`src/rtl/run_seq_pkg.sv`:
```
// Shared types and default constants for the run_sequencer launch/measure engine.
package run_seq_pkg;

  typedef enum logic [2:0] {
    IDLE,
    START,
    ARM,
    RUN,
    REPORT,
    DONE
  } state_t;

  localparam int DEF_NUM_PROGS = 3;
  localparam int DEF_CYC_W     = 16;
  localparam int DEF_START_LEN = 2;

endpackage

```
`src/rtl/run_timer.sv`:
```
// Saturating cycle counter with synchronous clear, count enable and a reached-limit flag.
module run_timer
  import run_seq_pkg::*;
#(
  parameter int CYC_W = DEF_CYC_W
) (
  input  logic             clk,
  input  logic             rst,
  input  logic             clear,
  input  logic             enable,
  input  logic [CYC_W-1:0] limit,
  output logic [CYC_W-1:0] count,
  output logic             reached
);

  // NOTE: sequential state is always written with <= so every register samples pre-edge values.
  always_ff @(posedge clk or posedge rst) begin
    if (rst) begin
      count <= '0;
    end else if (clear) begin
      count <= '0;
    end else if (enable && (count != limit)) begin
      count <= count + CYC_W'(1);
    end
  end

  assign reached = (count >= limit);

endmodule

```
`src/rtl/run_sequencer.sv`:
```
// Launches a batch of programs over the Start/Ack handshake, measures each run and reports one result per program.
module run_sequencer
  import run_seq_pkg::*;
#(
  parameter int NUM_PROGS = DEF_NUM_PROGS,
  parameter int PIDX_W    = (NUM_PROGS > 1) ? $clog2(NUM_PROGS) : 1,
  parameter int CYC_W     = DEF_CYC_W,
  parameter int START_LEN = DEF_START_LEN,
  parameter int TIMEOUT   = 2**CYC_W - 1
) (
  input  logic              Clk,
  input  logic              Reset,
  input  logic              Go,
  input  logic [PIDX_W-1:0] FirstProg,
  output logic              DutStart,
  input  logic              DutAck,
  output logic              Busy,
  output logic [PIDX_W-1:0] ProgIdx,
  output logic              ResultValid,
  output logic [CYC_W-1:0]  ResultCycles,
  output logic              ResultTimeout,
  output logic              BatchDone
);

  localparam int                SC_W        = (START_LEN > 1) ? $clog2(START_LEN) : 1;
  localparam logic [SC_W-1:0]   START_LAST  = SC_W'(START_LEN - 1);
  localparam logic [PIDX_W:0]   NUM_PROGS_X = (PIDX_W + 1)'(NUM_PROGS);
  localparam logic [PIDX_W-1:0] LAST_IDX    = PIDX_W'(NUM_PROGS - 1);
  localparam logic [CYC_W-1:0]  LIMIT       = CYC_W'(TIMEOUT);

  state_t            state, next_state;
  logic [SC_W-1:0]   start_cnt;
  logic [CYC_W-1:0]  count;
  logic              reached;
  logic              timeout_hit;
  logic              go_ok;

  assign go_ok = Go && ({1'b0, FirstProg} < NUM_PROGS_X);

  // Counter restarts while Start is driven, so the first Start-low cycle reads as 1.
  run_timer #(.CYC_W(CYC_W)) u_timer (
    .clk     (Clk),
    .rst     (Reset),
    .clear   (next_state == START),
    .enable  ((next_state == ARM) || (next_state == RUN)),
    .limit   (LIMIT),
    .count   (count),
    .reached (reached)
  );

  always_ff @(posedge Clk or posedge Reset) begin
    if (Reset) begin
      state     <= IDLE;
      start_cnt <= '0;
    end else begin
      state     <= next_state;
      start_cnt <= (state == START) ? start_cnt + SC_W'(1) : '0;
    end
  end

  // NOTE: every variable driven here gets a default first, so no path can infer a latch.
  always_comb begin
    next_state  = state;
    timeout_hit = 1'b0;
    case (state)
      IDLE:   if (go_ok) next_state = START;
      START:  if (start_cnt == START_LAST) next_state = ARM;
      ARM: begin
        if (reached) begin
          next_state  = REPORT;
          timeout_hit = 1'b1;
        end else if (!DutAck) begin
          next_state = RUN;
        end
      end
      RUN: begin
        // A qualified Ack beats a simultaneous timeout.
        if (DutAck) begin
          next_state = REPORT;
        end else if (reached) begin
          next_state  = REPORT;
          timeout_hit = 1'b1;
        end
      end
      REPORT: next_state = (ResultTimeout || (ProgIdx == LAST_IDX)) ? DONE : START;
      DONE:   next_state = IDLE;
      default: next_state = IDLE;
    endcase
  end

  // Outputs are decoded from next_state into flops so none has a combinational path from Go or DutAck.
  always_ff @(posedge Clk or posedge Reset) begin
    if (Reset) begin
      DutStart      <= 1'b0;
      Busy          <= 1'b0;
      ResultValid   <= 1'b0;
      BatchDone     <= 1'b0;
      ResultTimeout <= 1'b0;
      ResultCycles  <= '0;
      ProgIdx       <= '0;
    end else begin
      DutStart    <= (next_state == START);
      Busy        <= (next_state == START) || (next_state == ARM) ||
                     (next_state == RUN)   || (next_state == REPORT);
      ResultValid <= (next_state == REPORT);
      BatchDone   <= (next_state == DONE);
      if (next_state == REPORT) begin
        ResultCycles  <= count;
        ResultTimeout <= timeout_hit;
      end
      if ((state == IDLE) && go_ok) begin
        ProgIdx <= FirstProg;
      end else if ((state == REPORT) && (next_state == START)) begin
        ProgIdx <= ProgIdx + PIDX_W'(1);
      end
    end
  end

endmodule

```
`config.mk`:
```
export PLATFORM = sky130hd
export DESIGN_NAME = run_sequencer
export DESIGN_NICKNAME = d
export VERILOG_FILES = /design/src/rtl/run_seq_pkg.sv /design/src/rtl/run_timer.sv /design/src/rtl/run_sequencer.sv
export SDC_FILE = /design/constraint.sdc
export NUM_CORES = 1
export LEC_CHECK = 0
export CORE_ASPECT_RATIO = 0.5
export CORE_MARGIN = 3
export CORE_UTILIZATION = 40
export DETAILED_ROUTE_END_ITERATION = 8
export GPL_ROUTABILITY_DRIVEN = 0
export PLACE_DENSITY = 0.61
export SLEW_MARGIN = 30
export SYNTH_ARGS = -nofsm -noshare
export SYNTH_HDL_FRONTEND = slang
export SYNTH_SLANG_ARGS = --single-unit
```
`constraint.sdc`:
```
create_clock -name Clk -period 6.4 [get_ports Clk]
set_clock_uncertainty 0.2 [all_clocks]
set_input_delay 0.96 -clock Clk [delete_from_list [all_inputs] [get_ports Clk]]
set_output_delay 0.96 -clock Clk [all_outputs]
set_load 0.02 [all_outputs]
```
# Word-level counts from Yosys, hierarchy flattened
# Index checks and enable logic that the tools add are counted.
[totals]
reg_bits = 43
wordCells = 54
in_bits = 6
[op_classes]
reduce_logical = 12
n_eq_ne = 11
add_sub_neg = 3
n_lt_le_gt_ge = 2
n_mux = 16
[ops]
columns = ["cell", "count"]
rows = [
  ["16-bit 2-to-1 mux", 2],
  ["3-bit 2-to-1 mux", 7],
  ["16-bit by 1-bit adder with 16-bit output (second input constant)", 1],
  ["16-bit >= comparator (second input constant)", 1],
  ["16-bit != test (second input constant)", 1],
  ["3-bit one-hot mux with 5 select lines", 1],
  ["3-bit by 2-bit == test with 1-bit output (second input constant)", 4],
  ["3-bit == test (second input constant)", 3],
  ["3-bit by 1-bit == test with 1-bit output (second input constant)", 2],
  ["1-bit logical OR", 5],
  ["1-bit logical AND", 4],
  ["2-bit 2-to-1 mux", 2],
  ["2-bit nonzero test", 2],
  ["3-bit logical NOT", 1],
  ["1-bit 2-to-1 mux", 3],
  ["2-bit by 1-bit adder with 2-bit output (second input constant)", 1],
  ["2-bit == test (second input constant)", 1],
  ["2-bit < comparator (second input constant)", 1],
  ["1-bit one-hot mux with 2 select lines", 1],
  ["1-bit adder (second input constant)", 1],
]

# Logic depth before layout (Yosys ltp)
# Gate-level depths: netlist (run 1).
[logic_depth]
word_depth = 9
mapped_depth = 8
ltp_nobuf = 7

# Modules after synthesis
# A second synthesis (run 1) with hierarchy kept.
[unflattened]
cells_unflattened = 227
area_unflattened_um2 = 2451.1
[modules_own_cells]
columns = ["module", "area_per_inst_um2", "instances", "cells_each", "seq_area_each_um2"]
rows = [
  ["run_timer", 1260.0, 1, 140, 400.4],
  ["run_sequencer", 1191.1, 1, 87, 675.6],
]

# Worst setup path after synthesis (run 1)
# Ideal clock, no wire load.
[synth_path]
path_type = "input-to-reg"
from = "in Go"
to = "reg u_timer.count[8]"
setup_slack_ns = 3.593
required_ns = 6.122
stages = 7
t_arrival_ns = 2.530
cell_sequence = "a21boi_1 o311a_1 o211ai_4 or2_4 buf_6 or4_1 a21oi_1"
[synth_between]
elab_chain_len = 7
word_cells_on_any_way = 10
[synth_lines]
columns = ["item", "line", "text"]
rows = [
  ["start: declaration", "run_sequencer.sv:13", "input logic Go,"],
  ["1-bit logical AND (*)", "run_sequencer.sv:38", "assign go_ok = Go && ({1'b0, FirstProg} < NUM_PROGS_X);"],
  ["3-bit 2-to-1 mux (*)", "run_sequencer.sv:66", "IDLE: if (go_ok) next_state = START;"],
  ["3-bit one-hot mux with 5 select lines (*)", "run_sequencer.sv:65", "case (state)"],
  ["3-bit by 2-bit == test with 1-bit output", "run_sequencer.sv:45", ".enable ((next_state == ARM) || (next_state == RUN)),"],
  ["1-bit logical OR", "run_sequencer.sv:45", ""],
  ["1-bit logical AND", "run_timer.sv:22", "end else if (enable && (count != limit)) begin"],
  ["2-bit nonzero test (no line)", "--", ""],
  ["end signal: assignment", "run_timer.sv:23", "count <= count + CYC_W'(1);"],
  ["end: declaration", "run_timer.sv:12", "output logic [CYC_W-1:0] count,"],
]
# Mark *: on every way between the ends. The rest lies on a longest branch, timed or not.
# A chain may end at the register's enable or synchronous reset.

# Worst setup path in the final report (run 1)
[layout_path]
from = "in Go"
to = "reg u_timer.count[1]"
# Same word-level chain as after synthesis.

==> impl_metrics.csv, run 1 <==
group,metric,value,unit
critical_path,path_delay_family,"simple AND/OR/NAND/NOR gates",
synth,syn_avg_cell_area,11.2,µm²
floorplan,die_w,109,µm
global_route,antenna_found_initial,0,
global_route,grt_max_degree,44,
global_route,grt_use_met2,19.7,%
sta,clock.fmax,0.298,GHz
synth,ys_ff_latch,43,
critical_path,cp.depth,8,
sta,setup_viol,0,
global_route,busiest_layer,"met1",
synth,synth_cell_type_count,40,
floorplan,fp.dieH,57.6,µm
synth,synth_nets,198,
hold_path,hold_depth,1,
place,pre_cts_slack,2730,ps
synth,syn_inst,190,
critical_path,arrival,3320,ps
critical_path,crit_buf_inv,2,
synth,synthArstFlopShare,100,%
hold_path,worstHoldPathType,"flop to flop",
status,status,"completed",
critical_path,start_kind,"input port",
floorplan,core_area,5020,µm²
sta,fin_ws,3040,ps
critical_path,cp_max_fo,10,
sta,period_share,52.5,%
job,max-cap-violations,0,
floorplan,fp-row-count,18,
synth,synth-main-ff-cell,"dfrtp_1",
final_layout,areaGrowthSynthToFinish,20.6,%
clock_tree,path_clk_slew,80,ps
power_and_ir_drop,pwr_density_cell,373,nW/µm²
detailed_routing,routedWlPerCell,13.8,µm
clock_tree,cts.repair.resized,0,
place,portBuffers,28,
sta,relSlewSlack,45.0,%
final_layout,regArea,1080,µm²
final_layout,n_antenna_cell,0,
clock_tree,clock_sinks,43,
clock_tree,clockBufferDepth,2,
detailed_routing,antenna_left,0,
critical_path,critPathSlowestCell,"nor3_1",
clock_tree,cts_tree,"done",
critical_path,crit_chain,"clkdlybuf4s50_1 > a21boi_1 > nor2_1 > o32a_1 > nor3_1 > buf_4 > nand2b_1 > o21ai_0",
sta,slew_violations,0,
clock_tree,clock_latency,300,ps
sta,hold_ws,312,ps
clock_tree,cts_buffers,5,
critical_path,max_stage_delay,670,ps
final_layout,fillCellCount,444,
clock_tree,cts_setup_buffers,0,
critical_path,path_class,"input port to flop",
power_and_ir_drop,vdd_drop_max,0.188,mV
sta,max_slew.worst_pin.slew,818,ps
synth,synth_edf_count,0,
final_layout,nets,227,
detailed_routing,routed_wl,4000,µm
global_route,use_met3,4.00,%
synth,syn_area,2130,µm²
detailed_routing,drt_iter0_drc,73,
sta,hold_viol_final,0,
sta,setup_tns,0,ps
sta,rsz0062_at_grt,"no",
final_layout,multi_input_area,951,µm²
final_layout,final_layout_size_suffix_gt1_share,14.1,%
floorplan,io_pins,29,
sta,period_needed,3360,ps
clock_tree,hold_buffers,0,
global_route,grt_pass1_vias,1435,
critical_path,r2r_cells,6,
synth,ys_seq_area_share,50.5,%
place,hpwl,2730,µm
critical_path,critical_path_required,6360,ps
clock_tree,htreeDepth,2,
global_route,grt_util_met1,22.0,%
detailed_routing,firstDrtPassIters,4,
detailed_routing,drc,0,
detailed_routing,vias,1487,
floorplan,start_util,42.4,%
global_route,grt-ovfl-total,0,
power_and_ir_drop,power_leakage,1.09,nW
clock_tree,cts-root-buf,"clkbuf_8",
detailed_routing,via_per_inst,5.13,
critical_path,end_kind,"flop",
global_route,grt_use_total,14.3,%
floorplan,die_area,6290,µm²
global_route,grt_pass1_wl,7000,µm
synth,synth_warnings,0,
-- where the power goes --
group | total, mW | internal (mW) | switching, mW
Clock | 0.250 | 0.156 | 0.0942
Sequential | 0.374 | 0.317 | 0.0564
Combinational | 0.334 | 0.153 | 0.181
-- cells in the final DEF, fill, tap and decap left out, drive strengths merged, types with 2 or more instances in the layout --
cell type      instances
dfrtp                 43
clkdlybuf4s50         28
mux2                  17
nor2                  15
nor3                  12
xnor2                 10
a21oi                 10
nand2                  9
nand3                  8
inv                    7
or4                    6
clkbuf                 6
nand2b                 5
o31ai                  5
nand4                  4
and2                   4
o21ai                  3
nor3b                  2
a21o                   2
and3                   2
nor4                   2
nor4b                  2
ha                     2
bufinv                 2
buf                    2
o211ai                 2
-- metal layers --
metal | part of all wire (%) | vias up | wire length (µm)
met1 | 53 | 711 | 2130
met2 | 40 | 30 | 1610
met5 | 0 | - | 0
met4 | 1.1 | 0 | 43
met3 | 5.2 | 7 | 206
li1 | - | 739 | -
-- synth_stat cells, types with 3 or more instances --
cell      count  share of area [%]
dfrtp_1      43                 50
nor2_1       15                2.6
nor3_1       12                2.8
xnor2_1      10                4.1
a21oi_1       9                2.1
mux2_2        9                4.8
nand2_1       9                1.6
mux2_4        8                5.6
nand3_1       8                1.9
inv_1         7                1.2
nand2b_1      5                1.5
o31ai_1       5                1.8
or4_1         5                1.8
and2_1        4                1.2
buf_6         4                2.1
nand4_1       4                1.2
o21ai_0       3               0.70
-- logic make-up (layout without fill, tap and decap cells) --
kind of cell | after synthesis | in the layout | share of synthesized area [%]
AND/OR/NAND/NOR | 74 | 74 | 18.8
flip-flops | 43 | 43 | 50.5
AO/OA/AOI/OAI | 29 | 29 | 10.0
multiplexers | 17 | 17 | 10.4
buffers and inverters | 15 | 45 | 4.93
XOR/XNOR | 10 | 10 | 4.11
adder cells (fa/ha/maj) | 2 | 2 | 1.17
-- flip-flops by register name, indices dropped and copies added (netlist names) --
register	count
BatchDone	1
Busy	1
DutStart	1
ProgIdx	2
ResultCycles	16
ResultTimeout	1
ResultValid	1
start_cnt	1
state	3
u_timer.count	16
-- per-stage QoR --
| stage | power [mW] | area (µm²) | std cells | util [%] |
|---|---|---|---|---|
| final | 0.958 | 2570 | 290 | 51.1 |
| after global routing | 1.02 | 2570 | 290 | 51.1 |
| after CTS | 0.967 | 2570 | 290 | 51.1 |
| after detailed placement | 0.714 | 2430 | 282 | 48.5 |
| after global placement | 0.709 | 2430 | 282 | 48.5 |
| after floorplan | 0.631 | 2130 | 190 | - |
-- worst reg2reg max path: stages, from the launching register on --
cell and delay [ps]:
dfrtp_1 500, ha_1 270, nand3_1 120, or4_4 580, o211ai_1 210, and2_2 500, mux2_2 400
-- final cells by class --
| class | instances | area share [%] |
|---|---|---|
| clock buffer | 6 | 2.83 |
| clock inverter | 2 | 2.34 |
| inverter | 7 | 1.02 |
| multi-input combinational | 132 | 37.0 |
| sequential | 43 | 41.9 |
| tap | 70 | 3.41 |
| timing repair buffer | 30 | 11.5 |
-- path summary, 6_finish.rpt --
| check | start | to | slack, ps |
|---|---|---|---|
| worst max-delay path | Go | u_timer.count[1]$_DFFE_PP0P_ | 3040 |
| worst min-delay path | ResultCycles[13]$_DFFE_PP0P_ | ResultCycles[13]$_DFFE_PP0P_ | 310 |
| worst max register to register | u_timer.count[0]$_DFFE_PP0P_ | ResultCycles[8]$_DFFE_PP0P_ | 3520 |
| worst min register to register | ResultCycles[13]$_DFFE_PP0P_ | ResultCycles[13]$_DFFE_PP0P_ | 310 |
| max in group asynchronous | Reset | u_timer.count[7]$_DFFE_PP0P_ | 4710 |
| min in group asynchronous | Reset | ResultValid$_DFF_PP0_ | 890 |
No activity file was read; power rests on OpenSTA's default activity.
==> inputs of run 2 (changes only) <==
--- a/config.mk
+++ b/config.mk
@@ -10,7 +10,7 @@
 export CORE_UTILIZATION = 40
 export DETAILED_ROUTE_END_ITERATION = 8
 export GPL_ROUTABILITY_DRIVEN = 0
-export PLACE_DENSITY = 0.61
+export PLACE_DENSITY = 0.64
 export SLEW_MARGIN = 30
 export SYNTH_ARGS = -nofsm -noshare
 export SYNTH_HDL_FRONTEND = slang
==> constraint.sdc (replaced) <==
create_clock -name Clk -period 2.8 [get_ports Clk]
set_clock_uncertainty 0.2 [all_clocks]
set_input_delay 0.42 -clock Clk [delete_from_list [all_inputs] [get_ports Clk]]
set_output_delay 0.42 -clock Clk [all_outputs]
set_load 0.02 [all_outputs]
==> impl_metrics.csv, run 2 (synthesis results as in run 1) <==
group,metric,value,unit
final_layout,top_regs,"ResultCycles (16), u_timer.count (16), state (3)",
power_and_ir_drop,power_leakage,1.13,nW
clock_tree,htreeDepth,2,
critical_path,critPathSlowestCell,"or4_1",
final_layout,final_layout_size_suffix_gt1_share,17.3,%
critical_path,arrival,2490,ps
sta,slew_violations,0,
clock_tree,cts_setup_buffers,0,
detailed_routing,routedWlPerCell,13.9,µm
hold_path,worstHoldPathType,"flop to flop",
place,portBuffers,28,
sta,period_needed,2470,ps
sta,rsz0062_at_grt,"no",
critical_path,path_delay_family,"compound AO/OA/AOI/OAI gates",
detailed_routing,routed_wl,4200,µm
sta,max_slew.worst_pin.slew,540,ps
critical_path,cp_max_fo,14,
hold_path,hp-start,"ResultCycles[13]$_DFFE_PP0P_",
clock_tree,cts_buffers,5,
sta,relSlewSlack,64.0,%
clock_tree,clockBufferDepth,2,
critical_path,critical_path_required,2820,ps
sta,fin_ws,328,ps
floorplan,fp.dieH,57.6,µm
critical_path,start_kind,"input port",
global_route,grt-ovfl-total,0,
global_route,antenna_found_initial,0,
sta,hold_viol_final,0,
clock_tree,cts.repair.resized,0,
power_and_ir_drop,pwr_density_cell,797,nW/µm²
floorplan,core_area,5020,µm²
detailed_routing,vias,1544,
global_route,grt_use_total,15.1,%
floorplan,io_pins,29,
job,max-cap-violations,0,
critical_path,setup.worst_path.start,"Go",
detailed_routing,drc,0,
status,status,"completed",
clock_tree,cts-root-buf,"clkbuf_8",
clock_tree,path_clk_slew,80,ps
floorplan,fp-row-count,18,
sta,setup_viol,0,
power_and_ir_drop,vdd_drop_max,0.290,mV
clock_tree,clock_sinks,43,
global_route,grt_pass1_wl,7480,µm
critical_path,worstReg2RegStart,"state[1]$_DFF_PP0_",
detailed_routing,firstDrtPassIters,4,
final_layout,n_antenna_cell,0,
global_route,grt_pass1_vias,1587,
final_layout,nets,238,
place,pre_cts_slack,22.0,ps
critical_path,end_kind,"flop",
critical_path,path_class,"input port to flop",
detailed_routing,via_per_inst,5.13,
final_layout,final_area,2610,µm²
critical_path,max_stage_delay,510,ps
floorplan,die_w,109,µm
final_layout,areaGrowthSynthToFinish,22.5,%
detailed_routing,drt_iter0_drc,72,
final_layout,layout_common_cells,"dfrtp_1, clkdlybuf4s50_1, nor2_1",
sta,clock.fmax,0.405,GHz
sta,period_share,88.3,%
place,place_area,2530,µm²
floorplan,die_area,6290,µm²
final_layout,layout_commonest_cell,"dfrtp_1",
global_route,grt_max_degree,44,
clock_tree,clock_latency,290,ps
sta,setup_tns,0,ps
place,hpwl,2920,µm
floorplan,start_util,42.4,%
detailed_routing,antenna_left,0,
critical_path,crit_chain,"clkdlybuf4s50_1 > a21boi_1 > o311a_1 > o211ai_4 > or2_4 > or4_1 > a21oi_1",
clock_tree,hold_buffers,0,
clock_tree,cts_tree,"done",
critical_path,crit_buf_inv,1,
-- run 2: changes by cell type in the layout (fill, tap and decap cells not counted) --
cell,delta
bufinv_16,-2
buf_4,+10
clkinv_2,+1
and2_2,-1
buf_12,+1
and2_1,+1
clkbuf_1,+1
-- run 2: power breakdown --
part | switching (mW) | total (mW) | internal, mW
logic | 0.460 | 0.870 | 0.411
clock network | 0.206 | 0.382 | 0.175
registers | 0.105 | 0.830 | 0.725
total | 0.771 | 2.08 | 1.31
-- run 2: path summary, 6_finish.rpt --
kind                       slack, ps  cells past startpoint                             to
setup / recovery                 330                      7  u_timer.count[11]$_DFFE_PP0P_
hold / removal                   310                      1   ResultCycles[13]$_DFFE_PP0P_
setup reg to reg                 340                      7    ResultCycles[8]$_DFFE_PP0P_
hold reg to reg                  310                      1   ResultCycles[13]$_DFFE_PP0P_
max in group asynchronous       1670                      3   ResultCycles[12]$_DFFE_PP0P_
min in group asynchronous        360                      3          ResultValid$_DFF_PP0_
-- run 2: cell type report --
type                       count  area [µm²]
multi-input combinational    132         950
fill                         459        2410
timing repair buffer          41         390
inverter                       7        26.3
clock buffer                   7        76.3
tap                           70        87.6
clock inverter                 1        5.00
sequential                    43        1080
-- run 2: per-stage QoR --
step	hold WS, ps	power (mW)	std cells	utilization [%]
global route	330	2.24	301	52.0
finish	308	2.08	301	52.0
floorplan	269	1.44	190	-
CTS	314	2.11	301	52.0
detailed placement	295	1.72	293	50.4
global placement	289	1.70	293	50.4
-- run 2: layer usage --
| metal | up-vias | wire length (µm) | share of wire (%) | track usage (%) |
|---|---|---|---|---|
| li1 | 760 | - | - | - |
| met4 | 0 | 53 | 1.3 | 6.57 |
| met3 | 5 | 229 | 5.5 | 4.00 |
| met5 | - | 0 | 0 | 0 |
| met1 | 740 | 2170 | 52 | 21.6 |
| met2 | 39 | 1750 | 42 | 21.7 |
==> inputs of run 3 (changes only) <==
--- a/config.mk
+++ b/config.mk
@@ -8,9 +8,10 @@
 export CORE_ASPECT_RATIO = 0.5
 export CORE_MARGIN = 3
 export CORE_UTILIZATION = 40
+export CTS_CLUSTER_SIZE = 14
 export DETAILED_ROUTE_END_ITERATION = 8
 export GPL_ROUTABILITY_DRIVEN = 0
-export PLACE_DENSITY = 0.64
+export PLACE_DENSITY = 0.61
 export SLEW_MARGIN = 30
 export SYNTH_ARGS = -nofsm -noshare
 export SYNTH_HDL_FRONTEND = slang
==> constraint.sdc (replaced) <==
create_clock -name Clk -period 2.5 [get_ports Clk]
set_clock_uncertainty 0.2 [all_clocks]
set_input_delay 0.375 -clock Clk [delete_from_list [all_inputs] [get_ports Clk]]
set_output_delay 0.375 -clock Clk [all_outputs]
set_load 0.02 [all_outputs]
==> impl_metrics.csv, run 3 (synthesis results as in run 1) <==
group,metric,value,unit
status,status,"completed",
final_layout,final_core_util,54.6,%
critical_path,crit_buf_inv,1,
clock_tree,cts_setup_buffers,0,
clock_tree,cts.repair.resized,0,
critical_path,end_kind,"flop",
floorplan,core_area,5020,µm²
final_layout,nets,252,
clock_tree,htreeDepth,2,
floorplan,die_area,6290,µm²
clock_tree,hold_buffers,0,
sta,clock.fmax,0.416,GHz
detailed_routing,vias,1565,
detailed_routing,via_per_inst,4.97,
global_route,grt_pass1_wl,7370,µm
place,portBuffers,28,
sta,max_slew.worst_pin.slew,541,ps
power_and_ir_drop,pwr_density_cell,903,nW/µm²
detailed_routing,antenna_left,0,
power_and_ir_drop,power_leakage,1.21,nW
clock_tree,clockBufferDepth,2,
floorplan,start_util,42.4,%
critical_path,path_class,"flop to flop",
final_layout,n_antenna_cell,0,
final_layout,fillCellCount,452,
sta,rsz0062_at_grt,"no",
sta,setup_tns,0,ps
final_layout,areaGrowthSynthToFinish,28.7,%
place,place_area,2640,µm²
final_layout,layout_common_cells,"dfrtp_1, clkdlybuf4s50_1, buf_4",
detailed_routing,drc,0,
sta,slew_violations,0,
sta,hold_viol_final,0,
critical_path,cp_max_fo,12,
global_route,grt-ovfl-total,0,
clock_tree,clock_latency,290,ps
critical_path,critPathSlowestCell,"or4_4",
sta,hold_ws,313,ps
clock_tree,cts_buffers,5,
place,pre_cts_slack,-194,ps
critical_path,path_delay_family,"simple AND/OR/NAND/NOR gates",
final_layout,top_regs,"ResultCycles (16), u_timer.count (16), state (3)",
hold_path,worstHoldPathType,"flop to flop",
critical_path,crit_chain,"nand4_1 > or4_4 > o211ai_1 > and2_1 > buf_12 > mux2_2",
clock_tree,path_clk_slew,80,ps
floorplan,die_w,109,µm
critical_path,critical_path_required,2470,ps
floorplan,io_pins,29,
detailed_routing,routed_wl,4360,µm
global_route,antenna_found_initial,0,
clock_tree,cts_tree,"done",
sta,period_share,96.2,%
clock_tree,cts-root-buf,"clkbuf_8",
critical_path,start_kind,"flop",
place,hpwl,3150,µm
job,max-cap-violations,0,
clock_tree,clock_sinks,43,
critical_path,max_stage_delay,570,ps
sta,relSlewSlack,63.9,%
global_route,grt_pass1_vias,1517,
floorplan,fp.dieH,57.6,µm
sta,period_needed,2400,ps
sta,setup_viol,0,
global_route,grt_max_degree,44,
critical_path,arrival,2380,ps
final_layout,final_layout_size_suffix_gt1_share,23.7,%
final_layout,final_area,2740,µm²
detailed_routing,routedWlPerCell,13.9,µm
power_and_ir_drop,vdd_drop_max,0.327,mV
sta,fin_ws,96.0,ps
detailed_routing,firstDrtPassIters,4,
global_route,grt_use_total,15.0,%
floorplan,fp-row-count,18,
detailed_routing,drt_iter0_drc,114,
final_layout,layout_commonest_cell,"dfrtp_1",
run 3: cell types whose count changed in the layout (fill, tap and decap cells not counted), sizes merged:
cell | before | now
clkinv | 1 | 0
clkbuf | 7 | 8
buf | 13 | 27
run 3: final timing paths:
kind	from	to	slack, ps	depth (start not counted)
min in group asynchronous	Reset	Busy$_DFF_PP0_	320	3
min reg2reg	ResultCycles[15]$_DFFE_PP0P_	ResultCycles[15]$_DFFE_PP0P_	310	1
max in group asynchronous	Reset	u_timer.count[11]$_DFFE_PP0P_	1370	3
max	u_timer.count[5]$_DFFE_PP0P_	ResultCycles[7]$_DFFE_PP0P_	100	6
max reg2reg	u_timer.count[5]$_DFFE_PP0P_	ResultCycles[7]$_DFFE_PP0P_	100	6
min	ResultCycles[15]$_DFFE_PP0P_	ResultCycles[15]$_DFFE_PP0P_	310	1
run 3: final cells by class:
cell class | instances | area, µm² | area share (%)
clock buffer | 8 | 100 | 3.65
inverter | 7 | 26.3 | 0.958
multi-input combinational | 132 | 956 | 34.9
sequential | 43 | 1080 | 39.3
tap | 70 | 87.6 | 3.19
timing repair buffer | 55 | 495 | 18.1
run 3: report_power, final:
group | switching, mW | internal [mW] | total (mW) | leakage [nW]
Clock | 0.230 | 0.252 | 0.483 | 0.0515
Combinational | 0.585 | 0.527 | 1.11 | 0.578
Sequential | 0.0691 | 0.813 | 0.882 | 0.578
run 3: stage by stage:
step                power, mW  cells
floorplan                1.62    190
global placement         1.99    307
detailed placement       2.01    307
CTS                      2.49    315
global route             2.64    315
finish                   2.48    315
run 3: routing by layer:
| layer | vias up | global-route usage [%] | routed length [µm] |
|---|---|---|---|
| met5 | - | 0 | 0 |
| met4 | 0 | 3.91 | 22 |
| met3 | 2 | 3.67 | 186 |
| met2 | 27 | 22.5 | 1870 |
| met1 | 741 | 21.8 | 2280 |
| li1 | 795 | - | - |
